<file path="src/rtl/input_precision_selection.sv">
// Precision reduction: zeroes the low-order bits of four signed fields based on format.
// Output is registered with 1-cycle latency; ena=0 holds the outputs and there is no backpressure.
module input_precision_selection #(
  parameter int W = 64
) (
  input  logic                clk,
  input  logic                rst_n,
  input  logic                ena,
  input  logic [1:0]          format,
  input  logic signed [W-1:0] E_x_in,
  input  logic signed [W-1:0] E_y_in,
  input  logic signed [W-1:0] L_x_in,
  input  logic signed [W-1:0] L_y_in,
  output logic signed [W-1:0] E_x_out,
  output logic signed [W-1:0] E_y_out,
  output logic signed [W-1:0] L_x_out,
  output logic signed [W-1:0] L_y_out
);

  logic [W-1:0]        w_mask;
  logic signed [W-1:0] r_e_x;
  logic signed [W-1:0] r_e_y;
  logic signed [W-1:0] r_l_x;
  logic signed [W-1:0] r_l_y;

  // Format 2'b11 is reserved and behaves like full precision.
  always_comb begin
    w_mask = {W{1'b1}};
    case (format)
      2'b01:   w_mask = {{(W/2){1'b1}}, {(W/2){1'b0}}};
      2'b10:   w_mask = {{(W/4){1'b1}}, {(W-W/4){1'b0}}};
      default: w_mask = {W{1'b1}};
    endcase
  end

  always_ff @(posedge clk) begin
    if (!rst_n) begin
      r_e_x <= '0;
      r_e_y <= '0;
      r_l_x <= '0;
      r_l_y <= '0;
    end else if (ena) begin
      r_e_x <= E_x_in & w_mask;
      r_e_y <= E_y_in & w_mask;
      r_l_x <= L_x_in & w_mask;
      r_l_y <= L_y_in & w_mask;
    end
  end

  assign E_x_out = r_e_x;
  assign E_y_out = r_e_y;
  assign L_x_out = r_l_x;
  assign L_y_out = r_l_y;

endmodule

</file>
<file path="config.mk">
export PLATFORM = sky130hd
export DESIGN_NAME = input_precision_selection
export DESIGN_NICKNAME = d
export VERILOG_FILES = /design/src/rtl/input_precision_selection.sv
export SDC_FILE = /design/constraint.sdc
export NUM_CORES = 1
export LEC_CHECK = 0
export CAP_MARGIN = 40
export CORE_AREA = 2 2 202 204
export CTS_CLUSTER_DIAMETER = 30
export DETAILED_ROUTE_END_ITERATION = 6
export DIE_AREA = 0 0 204 206
export PLACE_DENSITY = 0.61
export SLEW_MARGIN = 20
export SYNTH_ARGS = -nofsm -noshare
export SYNTH_HDL_FRONTEND = slang
export SYNTH_SLANG_ARGS = --single-unit
</file>
<file path="constraint.sdc">
create_clock -name clk -period 1.8 [get_ports clk]
set_clock_uncertainty 0.15 [all_clocks]
set_input_delay 0.36 -clock clk [delete_from_list [all_inputs] [get_ports clk]]
set_output_delay 0.36 -clock clk [all_outputs]
set_load 0.02 [all_outputs]
</file>
==> results of run 1 <==
layout make-up:
type,instances,area share
flip-flops and latches,256,0.293
multi-input cells,707,0.240
inverters,1,0.000215
clock inverters,31,0.0233
clock buffers,81,0.0984
repair buffers,557,0.307
well taps,532,0.0381
sequential cells by signal (all words and copies together) (netlist names):
register	count
E_y_out	64
E_x_out	64
L_y_out	64
L_x_out	64
timing repair:
| action | in CTS | in global routing |
|---|---|---|
| hold endpoints to repair | 5 | 0 |
| setup endpoints to repair | 256 | 112 |
| gates resized for setup | 462 | 116 |
| setup buffers | 0 | 0 |
| hold buffers | 1 | 0 |
through the flow:
stage | utilization | cells
2_1_floorplan | - | 1064
3_3_place_gp | 0.389 | 2052
3_5_place_dp | 0.389 | 2052
4_1_cts | 0.440 | 2165
5_1_grt | 0.435 | 2165
6_report | 0.435 | 2165
worst min-delay path, stage by stage:
cell and delay [ns]:
buf_6 0.17, nand4b_1 0.14, nand2_1 0.05
metal layers:
| metal | vias to the layer above | routed length [um] | track usage |
|---|---|---|---|
| met5 | - | 0 | 0 |
| li1 | 4652 | - | - |
| met4 | 0 | 754 | 0.0564 |
| met2 | 371 | 16100 | 0.253 |
| met3 | 48 | 3330 | 0.0632 |
| met1 | 4268 | 13600 | 0.176 |
cells in the final DEF, fill, tap and decap left out:
cell,netlist,routed
dfxtp_2,0,1
dfxtp_1,256,255
nand2_1,193,192
nand2_4,0,1
clkdlybuf4s50_1,0,258
buf_2,69,3
clkbuf_2,1,52
clkbuf_8,0,12
buf_6,9,1
nand4b_1,1,1
buf_12,3,12
buf_4,10,28
clkbuf_1,7,8
clkbuf_16,0,61
buf_8,1,1
dlygate4sd3_1,0,1
dlygate4sd2_1,0,33
inv_6,0,4
nand3b_1,192,192
inv_1,1,1
clkinv_2,0,14
nor2b_1,64,64
bufinv_16,0,9
o21ai_1,129,129
clkinvlp_4,0,2
mux2i_1,64,64
ha_1,1,1
clkdlybuf4s15_1,0,129
nand2b_2,0,1
clkinv_4,0,2
clkdlybuf4s15_2,0,39
o21ai_0,62,62
power breakdown:
| part | switching, mW | internal, mW |
|---|---|---|
| sequential | 0.157 | 5.99 |
| combinational | 1.13 | 1.18 |
| clock | 3.34 | 7.91 |
worst max path at each step:
| stage | to |
|---|---|
| 2_1_floorplan | E_x_out[0]$_SDFFE_PN0P_ |
| 3_3_place_gp | L_y_out[19]$_SDFFE_PN0P_ |
| 3_5_place_dp | E_y_out[28]$_SDFFE_PN0P_ |
| 4_1_cts | L_x_out[18] |
| 5_1_grt | L_y_out[23] |
| 6_report | E_y_out[56] |
kinds of logic after synthesis:
logic type | after synthesis
simple gates | 451
flops | 256
compound gates | 191
buf+inv | 101
mux | 64
fa+ha+maj | 1
==> impl_results.html, run 1 <==
<table>
<tr><th>Metric</th><th>Value</th></tr>
<tr><th colspan="2">CTS</th></tr>
<tr><td>H-tree lvl count</td><td>2</td></tr>
<tr><td>Clock latency of the later-clocked register in the worst-skew pair</td><td>0.57 ns</td></tr>
<tr><td>CTS tree</td><td>done</td></tr>
<tr><td>Clock slew at the register clock pins of the worst setup and hold paths</td><td>0.04 ns</td></tr>
<tr><td>Root Driver</td><td>clkbuf_16</td></tr>
<tr><td>CTS sink cnt</td><td>256</td></tr>
<tr><td>Clock buffers created by TritonCTS</td><td>60</td></tr>
<tr><td>Number of buffers on the longest clock path</td><td>3</td></tr>
<tr><th colspan="2">Die</th></tr>
<tr><td>Chip width</td><td>204 um</td></tr>
<tr><td>Starting density of the core</td><td>0.248</td></tr>
<tr><td>Number of standard-cell rows in the floorplan</td><td>74</td></tr>
<tr><td>Boundary pin count</td><td>517</td></tr>
<tr><td>Vertical die dimension</td><td>206 um</td></tr>
<tr><td>Overall die area</td><td>0.0420 mm^2</td></tr>
<tr><td>Floorplan core area</td><td>0.0402 mm^2</td></tr>
<tr><th colspan="2">STA</th></tr>
<tr><td>RSZ-0062 raised after global routing</td><td>no</td></tr>
<tr><td>Final setup margin</td><td>0.0498 ns</td></tr>
<tr><td>Crit share post-route</td><td>0.972</td></tr>
<tr><td>Upper clock frequency limit</td><td>571 MHz</td></tr>
<tr><td>Final critical path time including I/O delays and setup</td><td>1.75 ns</td></tr>
<tr><td>Post-Route Setup TNS</td><td>0 ns</td></tr>
<tr><td>Relative slew margins</td><td>0.682</td></tr>
<tr><td>Final Hold Viols</td><td>0</td></tr>
<tr><td>Worst Hold Margin</td><td>0.0661 ns</td></tr>
<tr><td>Final Slew Violations</td><td>0</td></tr>
<tr><td>Least-Margin Pin Slew</td><td>0.477 ns</td></tr>
<tr><td>Number of endpoints failing setup at the final stage</td><td>0</td></tr>
<tr><th colspan="2">Logic synthesis</th></tr>
<tr><td>Top cell type's share of synthesized area</td><td>0.515</td></tr>
<tr><td>Ys flop type</td><td>dfxtp_1</td></tr>
<tr><td>Compound-Gate Fraction of Synth Area</td><td>0.0961</td></tr>
<tr><td>Area share of fa/ha/maj cells after synthesis</td><td>0.00126</td></tr>
<tr><td>Multiplexer area fraction after synthesis</td><td>0.0644</td></tr>
<tr><td>Cells after Synth</td><td>1,064</td></tr>
<tr><td>Number of synthesized flops with an enable pin</td><td>0</td></tr>
<tr><td>Fraction of synthesis flops using an asynchronous set or reset pin</td><td>0</td></tr>
<tr><td>Synth top area cells</td><td>dfxtp_1, nand3b_1, nand2_1</td></tr>
<tr><td>Warnings, synthesis</td><td>0</td></tr>
<tr><td>Dominant cell by count in the synthesized netlist</td><td>dfxtp_1</td></tr>
<tr><td>Area of the mapped netlist</td><td>0.00995 mm^2</td></tr>
<tr><td>XOR/XNOR Fraction of Synth Area</td><td>0</td></tr>
<tr><td>Combinational family with the most area after synthesis</td><td>simple AND/OR/NAND/NOR gates</td></tr>
<tr><td>Leading post-synthesis cells by instance count</td><td>dfxtp_1, nand2_1, nand3b_1</td></tr>
<tr><td>Post-Syn Area per Cell</td><td>9.35 um^2</td></tr>
<tr><td>Total of flip-flops plus latches after synthesis</td><td>256</td></tr>
<tr><td>Simple-gate area share of the yosys netlist</td><td>0.259</td></tr>
<tr><td>Count of unique library cells instantiated by Yosys</td><td>18</td></tr>
<tr><td>Top cell type by total area after synthesis</td><td>dfxtp_1</td></tr>
<tr><td>Sequential share of the synthesized area</td><td>0.515</td></tr>
<tr><td>Number of nets in the synthesized netlist</td><td>1,326</td></tr>
<tr><th colspan="2">Worst setup path</th></tr>
<tr><td>Crit-path leading delay family</td><td>flip-flops</td></tr>
<tr><td>CP Max Fanout</td><td>2</td></tr>
<tr><td>Start of the worst register-to-register path</td><td>L_y_out[57]$_SDFFE_PN0P_</td></tr>
<tr><td>Critical path class</td><td>flop to primary output</td></tr>
<tr><td>Delay of the slowest cell on the worst path</td><td>0.33 ns</td></tr>
<tr><td>Bufs and invs on worst path</td><td>1</td></tr>
<tr><td>Cell-by-cell trace of the critical path</td><td>dlygate4sd2_1</td></tr>
<tr><td>Register-to-register setup slack</td><td>1.01 ns</td></tr>
<tr><td>Arrival @ worst endpoint</td><td>1.24 ns</td></tr>
<tr><td>R2r endpoint</td><td>L_y_out[57]$_SDFFE_PN0P_</td></tr>
<tr><td>Total number of cells along the worst setup path</td><td>1</td></tr>
<tr><td>Kind of end point of the critical path</td><td>primary output</td></tr>
<tr><td>Crit path required time</td><td>1.29 ns</td></tr>
<tr><td>Slowest-stage cell, CP</td><td>dfxtp_1</td></tr>
<tr><td>Kind of start point of the critical path</td><td>flop</td></tr>
<tr><td>Worst Reg2Reg Path Length in Cells</td><td>2</td></tr>
<tr><td>Startpoint of the worst setup timing path</td><td>E_y_out[56]$_SDFFE_PN0P_</td></tr>
<tr><th colspan="2">Min path</th></tr>
<tr><td>Hold path startpoint</td><td>ena</td></tr>
<tr><td>Worst Hold End</td><td>E_x_out[45]$_SDFFE_PN0P_</td></tr>
<tr><td>Hold crit path type</td><td>input port to flop</td></tr>
<tr><td>Min-Delay Path Depth</td><td>3</td></tr>
<tr><th colspan="2">Placed design</th></tr>
<tr><td>Post-detail-place hpwl</td><td>23,800 um</td></tr>
<tr><td>Port Buf Inserts</td><td>516</td></tr>
<tr><td>Post-DP Area</td><td>0.0156 mm^2</td></tr>
<tr><td>Setup WS pre-CTS</td><td>-0.236 ns</td></tr>
<tr><td>Final weighted congestion of routability-driven global placement</td><td>0.821</td></tr>
<tr><th colspan="2">GRT</th></tr>
<tr><td>Antenna violations before repair</td><td>0</td></tr>
<tr><td>Residual overflow from global routing</td><td>0</td></tr>
<tr><td>Via count of the first global-routing pass</td><td>9,352</td></tr>
<tr><td>First-pass GRT wire length</td><td>50,900 um</td></tr>
<tr><td>Pin count of the biggest net entering global routing</td><td>108</td></tr>
<tr><td>GRT Resource Usage Total</td><td>0.153</td></tr>
<tr><th colspan="2">Layout</th></tr>
<tr><td>Share of layout cells above drive strength 1</td><td>0.149</td></tr>
<tr><td>Total of fill cells in the finished design</td><td>3,972</td></tr>
<tr><td># diodes</td><td>0</td></tr>
<tr><td>FF/Latch Area</td><td>0.00513 mm^2</td></tr>
<tr><td>Area Growth Syn to Fin</td><td>75.8%</td></tr>
<tr><td>Final instance area</td><td>0.0175 mm^2</td></tr>
<tr><td>Multi-input gate area in the final layout</td><td>0.00420 mm^2</td></tr>
<tr><td>Layout net count</td><td>1,845</td></tr>
<tr><th colspan="2">Power and ir drop</th></tr>
<tr><td>Power per Cell Area</td><td>1130 mW/mm^2</td></tr>
<tr><td>Static power due to leakage</td><td>7.09 nW</td></tr>
<tr><td>Worst-case vdd ir drop</td><td>0.677 mV</td></tr>
<tr><td>Total power of the final layout</td><td>19.7 mW</td></tr>
<tr><th colspan="2">Run</th></tr>
<tr><td>Max capacitance violation total</td><td>0</td></tr>
<tr><th colspan="2">Detailed routing</th></tr>
<tr><td>Count of vias placed by the detailed router</td><td>9,339</td></tr>
<tr><td>Via/cell ratio</td><td>4.31</td></tr>
<tr><td>Number of nets still failing antenna checks after routing</td><td>0</td></tr>
<tr><td>Iteration-0 DRC count of the detailed router</td><td>444</td></tr>
<tr><td>Total Wirelength</td><td>33,800 um</td></tr>
<tr><td>First-pass detailed-route iteration total</td><td>5</td></tr>
<tr><td>Wire length per cell</td><td>15.6 um</td></tr>
<tr><td>Remaining routing DRC violations</td><td>0</td></tr>
<tr><th colspan="2">Status</th></tr>
<tr><td>Run status</td><td>completed</td></tr>
</table>
No activity file was read; power rests on OpenSTA's default activity.
==> run 2: changes to the inputs <==
--- a/config.mk
+++ b/config.mk
@@ -5,7 +5,7 @@
 export SDC_FILE = /design/constraint.sdc
 export NUM_CORES = 1
 export LEC_CHECK = 0
-export CAP_MARGIN = 40
+export CAP_MARGIN = 20
 export CORE_AREA = 2 2 202 204
 export CTS_CLUSTER_DIAMETER = 30
 export DETAILED_ROUTE_END_ITERATION = 6
==> results of run 2 <==
No change in the layout: final DEF, timing and power equal those of run 1.
==> run 3: changes to the inputs <==
--- a/config.mk
+++ b/config.mk
@@ -11,6 +11,7 @@
 export DETAILED_ROUTE_END_ITERATION = 6
 export DIE_AREA = 0 0 204 206
 export PLACE_DENSITY = 0.61
+export SETUP_SLACK_MARGIN = 0.1
 export SLEW_MARGIN = 20
 export SYNTH_ARGS = -nofsm -noshare
 export SYNTH_HDL_FRONTEND = slang
==> impl_results.html, run 3 (synthesized netlist as in run 1, its figures left out) <==
<table>
<tr><th>Metric</th><th>Value</th></tr>
<tr><th colspan="2">Layout</th></tr>
<tr><td>Commonest non-fill, non-tap cell in the layout</td><td>clkdlybuf4s50_1</td></tr>
<tr><td>Top library cells by usage in the layout, fill and taps aside</td><td>clkdlybuf4s50_1, dfxtp_1, buf_2, nand2_1, nand3b_1</td></tr>
<tr><td>FF/Latch Area</td><td>0.00513 mm^2</td></tr>
<tr><td>Layout net count</td><td>1,845</td></tr>
<tr><td>Area Growth Syn to Fin</td><td>65.8%</td></tr>
<tr><td>Share of layout cells above drive strength 1</td><td>0.247</td></tr>
<tr><td>Multi-input gate area in the final layout</td><td>0.00420 mm^2</td></tr>
<tr><td>Total of fill cells in the finished design</td><td>4,087</td></tr>
<tr><td>Final Util</td><td>0.410</td></tr>
<tr><td>Filler-free cell count of the finished design</td><td>2,165</td></tr>
<tr><td>Final instance area</td><td>0.0165 mm^2</td></tr>
<tr><td># diodes</td><td>0</td></tr>
<tr><th colspan="2">Worst setup path</th></tr>
<tr><td>Arrival @ worst endpoint</td><td>1.19 ns</td></tr>
<tr><td>Bufs and invs on worst path</td><td>1</td></tr>
<tr><td>Register-to-register setup slack</td><td>1.01 ns</td></tr>
<tr><td>Crit-path leading delay family</td><td>flip-flops</td></tr>
<tr><td>Kind of end point of the critical path</td><td>primary output</td></tr>
<tr><td>Kind of start point of the critical path</td><td>flop</td></tr>
<tr><td>Crit path required time</td><td>1.29 ns</td></tr>
<tr><td>Start of the worst register-to-register path</td><td>L_y_out[57]$_SDFFE_PN0P_</td></tr>
<tr><td>Startpoint of the worst setup timing path</td><td>L_x_out[50]$_SDFFE_PN0P_</td></tr>
<tr><td>Worst Reg2Reg Path Length in Cells</td><td>2</td></tr>
<tr><td>CP Max Fanout</td><td>2</td></tr>
<tr><td>Critical path class</td><td>flop to primary output</td></tr>
<tr><td>Slowest-stage cell, CP</td><td>dfxtp_1</td></tr>
<tr><td>Total number of cells along the worst setup path</td><td>1</td></tr>
<tr><td>Delay of the slowest cell on the worst path</td><td>0.32 ns</td></tr>
<tr><td>Cell-by-cell trace of the critical path</td><td>clkdlybuf4s15_1</td></tr>
<tr><th colspan="2">CTS</th></tr>
<tr><td>CTS sink cnt</td><td>256</td></tr>
<tr><td>Clock slew at the register clock pins of the worst setup and hold paths</td><td>0.04 ns</td></tr>
<tr><td>CTS tree</td><td>done</td></tr>
<tr><td>Clock latency of the later-clocked register in the worst-skew pair</td><td>0.57 ns</td></tr>
<tr><td>H-tree lvl count</td><td>2</td></tr>
<tr><td>Root Driver</td><td>clkbuf_16</td></tr>
<tr><td>Number of buffers on the longest clock path</td><td>3</td></tr>
<tr><td>Setup bufs post-CTS</td><td>0</td></tr>
<tr><td>Clock buffers created by TritonCTS</td><td>60</td></tr>
<tr><th colspan="2">Die</th></tr>
<tr><td>Overall die area</td><td>0.0420 mm^2</td></tr>
<tr><td>Floorplan core area</td><td>0.0402 mm^2</td></tr>
<tr><td>Starting density of the core</td><td>0.248</td></tr>
<tr><td>Chip width</td><td>204 um</td></tr>
<tr><td>Vertical die dimension</td><td>206 um</td></tr>
<tr><td>Boundary pin count</td><td>517</td></tr>
<tr><td>Number of standard-cell rows in the floorplan</td><td>74</td></tr>
<tr><th colspan="2">STA</th></tr>
<tr><td>Upper clock frequency limit</td><td>589 MHz</td></tr>
<tr><td>Crit share post-route</td><td>0.943</td></tr>
<tr><td>Final Slew Violations</td><td>0</td></tr>
<tr><td>RSZ-0062 raised after global routing</td><td>yes</td></tr>
<tr><td>Least-Margin Pin Slew</td><td>0.474 ns</td></tr>
<tr><td>Post-Route Setup TNS</td><td>0 ns</td></tr>
<tr><td>Final Hold Viols</td><td>0</td></tr>
<tr><td>Final critical path time including I/O delays and setup</td><td>1.70 ns</td></tr>
<tr><td>Number of endpoints failing setup at the final stage</td><td>0</td></tr>
<tr><td>Relative slew margins</td><td>0.684</td></tr>
<tr><th colspan="2">Min path</th></tr>
<tr><td>Hold crit path type</td><td>input port to flop</td></tr>
<tr><td>Min-Delay Path Depth</td><td>3</td></tr>
<tr><td>Hold path startpoint</td><td>ena</td></tr>
<tr><th colspan="2">GRT</th></tr>
<tr><td>Pin count of the biggest net entering global routing</td><td>108</td></tr>
<tr><td>Antenna violations before repair</td><td>0</td></tr>
<tr><td>Via count of the first global-routing pass</td><td>9,321</td></tr>
<tr><td>Residual overflow from global routing</td><td>0</td></tr>
<tr><td>First-pass GRT wire length</td><td>50,900 um</td></tr>
<tr><td>GRT Resource Usage Total</td><td>0.152</td></tr>
<tr><th colspan="2">Detailed routing</th></tr>
<tr><td>Total Wirelength</td><td>33,900 um</td></tr>
<tr><td>Remaining routing DRC violations</td><td>0</td></tr>
<tr><td>First-pass detailed-route iteration total</td><td>5</td></tr>
<tr><td>Count of vias placed by the detailed router</td><td>9,336</td></tr>
<tr><td>Iteration-0 DRC count of the detailed router</td><td>422</td></tr>
<tr><td>Number of nets still failing antenna checks after routing</td><td>0</td></tr>
<tr><td>Wire length per cell</td><td>15.6 um</td></tr>
<tr><td>Via/cell ratio</td><td>4.31</td></tr>
<tr><th colspan="2">Power and ir drop</th></tr>
<tr><td>Worst-case vdd ir drop</td><td>0.675 mV</td></tr>
<tr><td>Static power due to leakage</td><td>7.17 nW</td></tr>
<tr><td>Power per Cell Area</td><td>1190 mW/mm^2</td></tr>
<tr><th colspan="2">Status</th></tr>
<tr><td>Run status</td><td>completed</td></tr>
<tr><th colspan="2">Placed design</th></tr>
<tr><td>Port Buf Inserts</td><td>516</td></tr>
<tr><td>Placed instance count</td><td>2,052</td></tr>
<tr><td>Post-DP Area</td><td>0.0156 mm^2</td></tr>
<tr><td>Final weighted congestion of routability-driven global placement</td><td>0.821</td></tr>
<tr><td>Post-detail-place hpwl</td><td>23,800 um</td></tr>
<tr><th colspan="2">Run</th></tr>
<tr><td>Max capacitance violation total</td><td>0</td></tr>
</table>
## run 3: changes by cell type in the layout (fill, tap and decap cells not counted)
cell and delta:
dlygate4sd2_1 -33, clkdlybuf4s15_1 -128, buf_4 +3, clkdlybuf4s15_2 -39
clkbuf_2 -30, buf_2 +227
## run 3: through the flow
step / hold WS, ns / total power [mW] / setup slack [ns]
2_1_floorplan: 0.343 / 7.34 / 0.400
3_3_place_gp: 0.306 / 8.73 / -0.196
3_5_place_dp: 0.310 / 8.75 / -0.236
4_1_cts: 0.0224 / 19.9 / 0.0172
5_1_grt: 0.0498 / 20.4 / 0.0215
6_report: 0.0668 / 19.6 / 0.103
## run 3: area by class of cell
type,instances,area share
Clock buffer,81,0.104
Clock inverter,31,0.0247
Inverter,1,0.000228
Multi-Input combinational cell,707,0.255
Sequential cell,256,0.311
Tap cell,532,0.0404
Timing Repair Buffer,557,0.265
## run 3: power by group
part	internal, mW	switching [mW]	total (mW)	leakage (nW)
logic	1.08	1.13	2.21	4.02
clock network	7.91	3.34	11.2	1.06
registers	5.99	0.149	6.14	2.10
## run 3: what timing repair did
| item | CTS | global route |
|---|---|---|
| setup endpoints to repair | 256 | 26 |
| gates resized for setup | 967 | 48 |
| hold buffers | 1 | 0 |
| pin swaps | 0 | 0 |
| endpoints found under the hold margin | 5 | 0 |
## run 3: worst paths after layout
| check | end |
|---|---|
| max | L_x_out[50] |
| min | E_x_out[45]$_SDFFE_PN0P_ |
| max reg2reg | L_y_out[57]$_SDFFE_PN0P_ |
| min reg2reg | E_y_out[22]$_SDFFE_PN0P_ |
## run 3: per-layer routing
layer	GRT usage	share of wire
met5	0	0
met3	0.0620	0.10
met2	0.252	0.47
met4	0.0572	0.023
met1	0.176	0.41
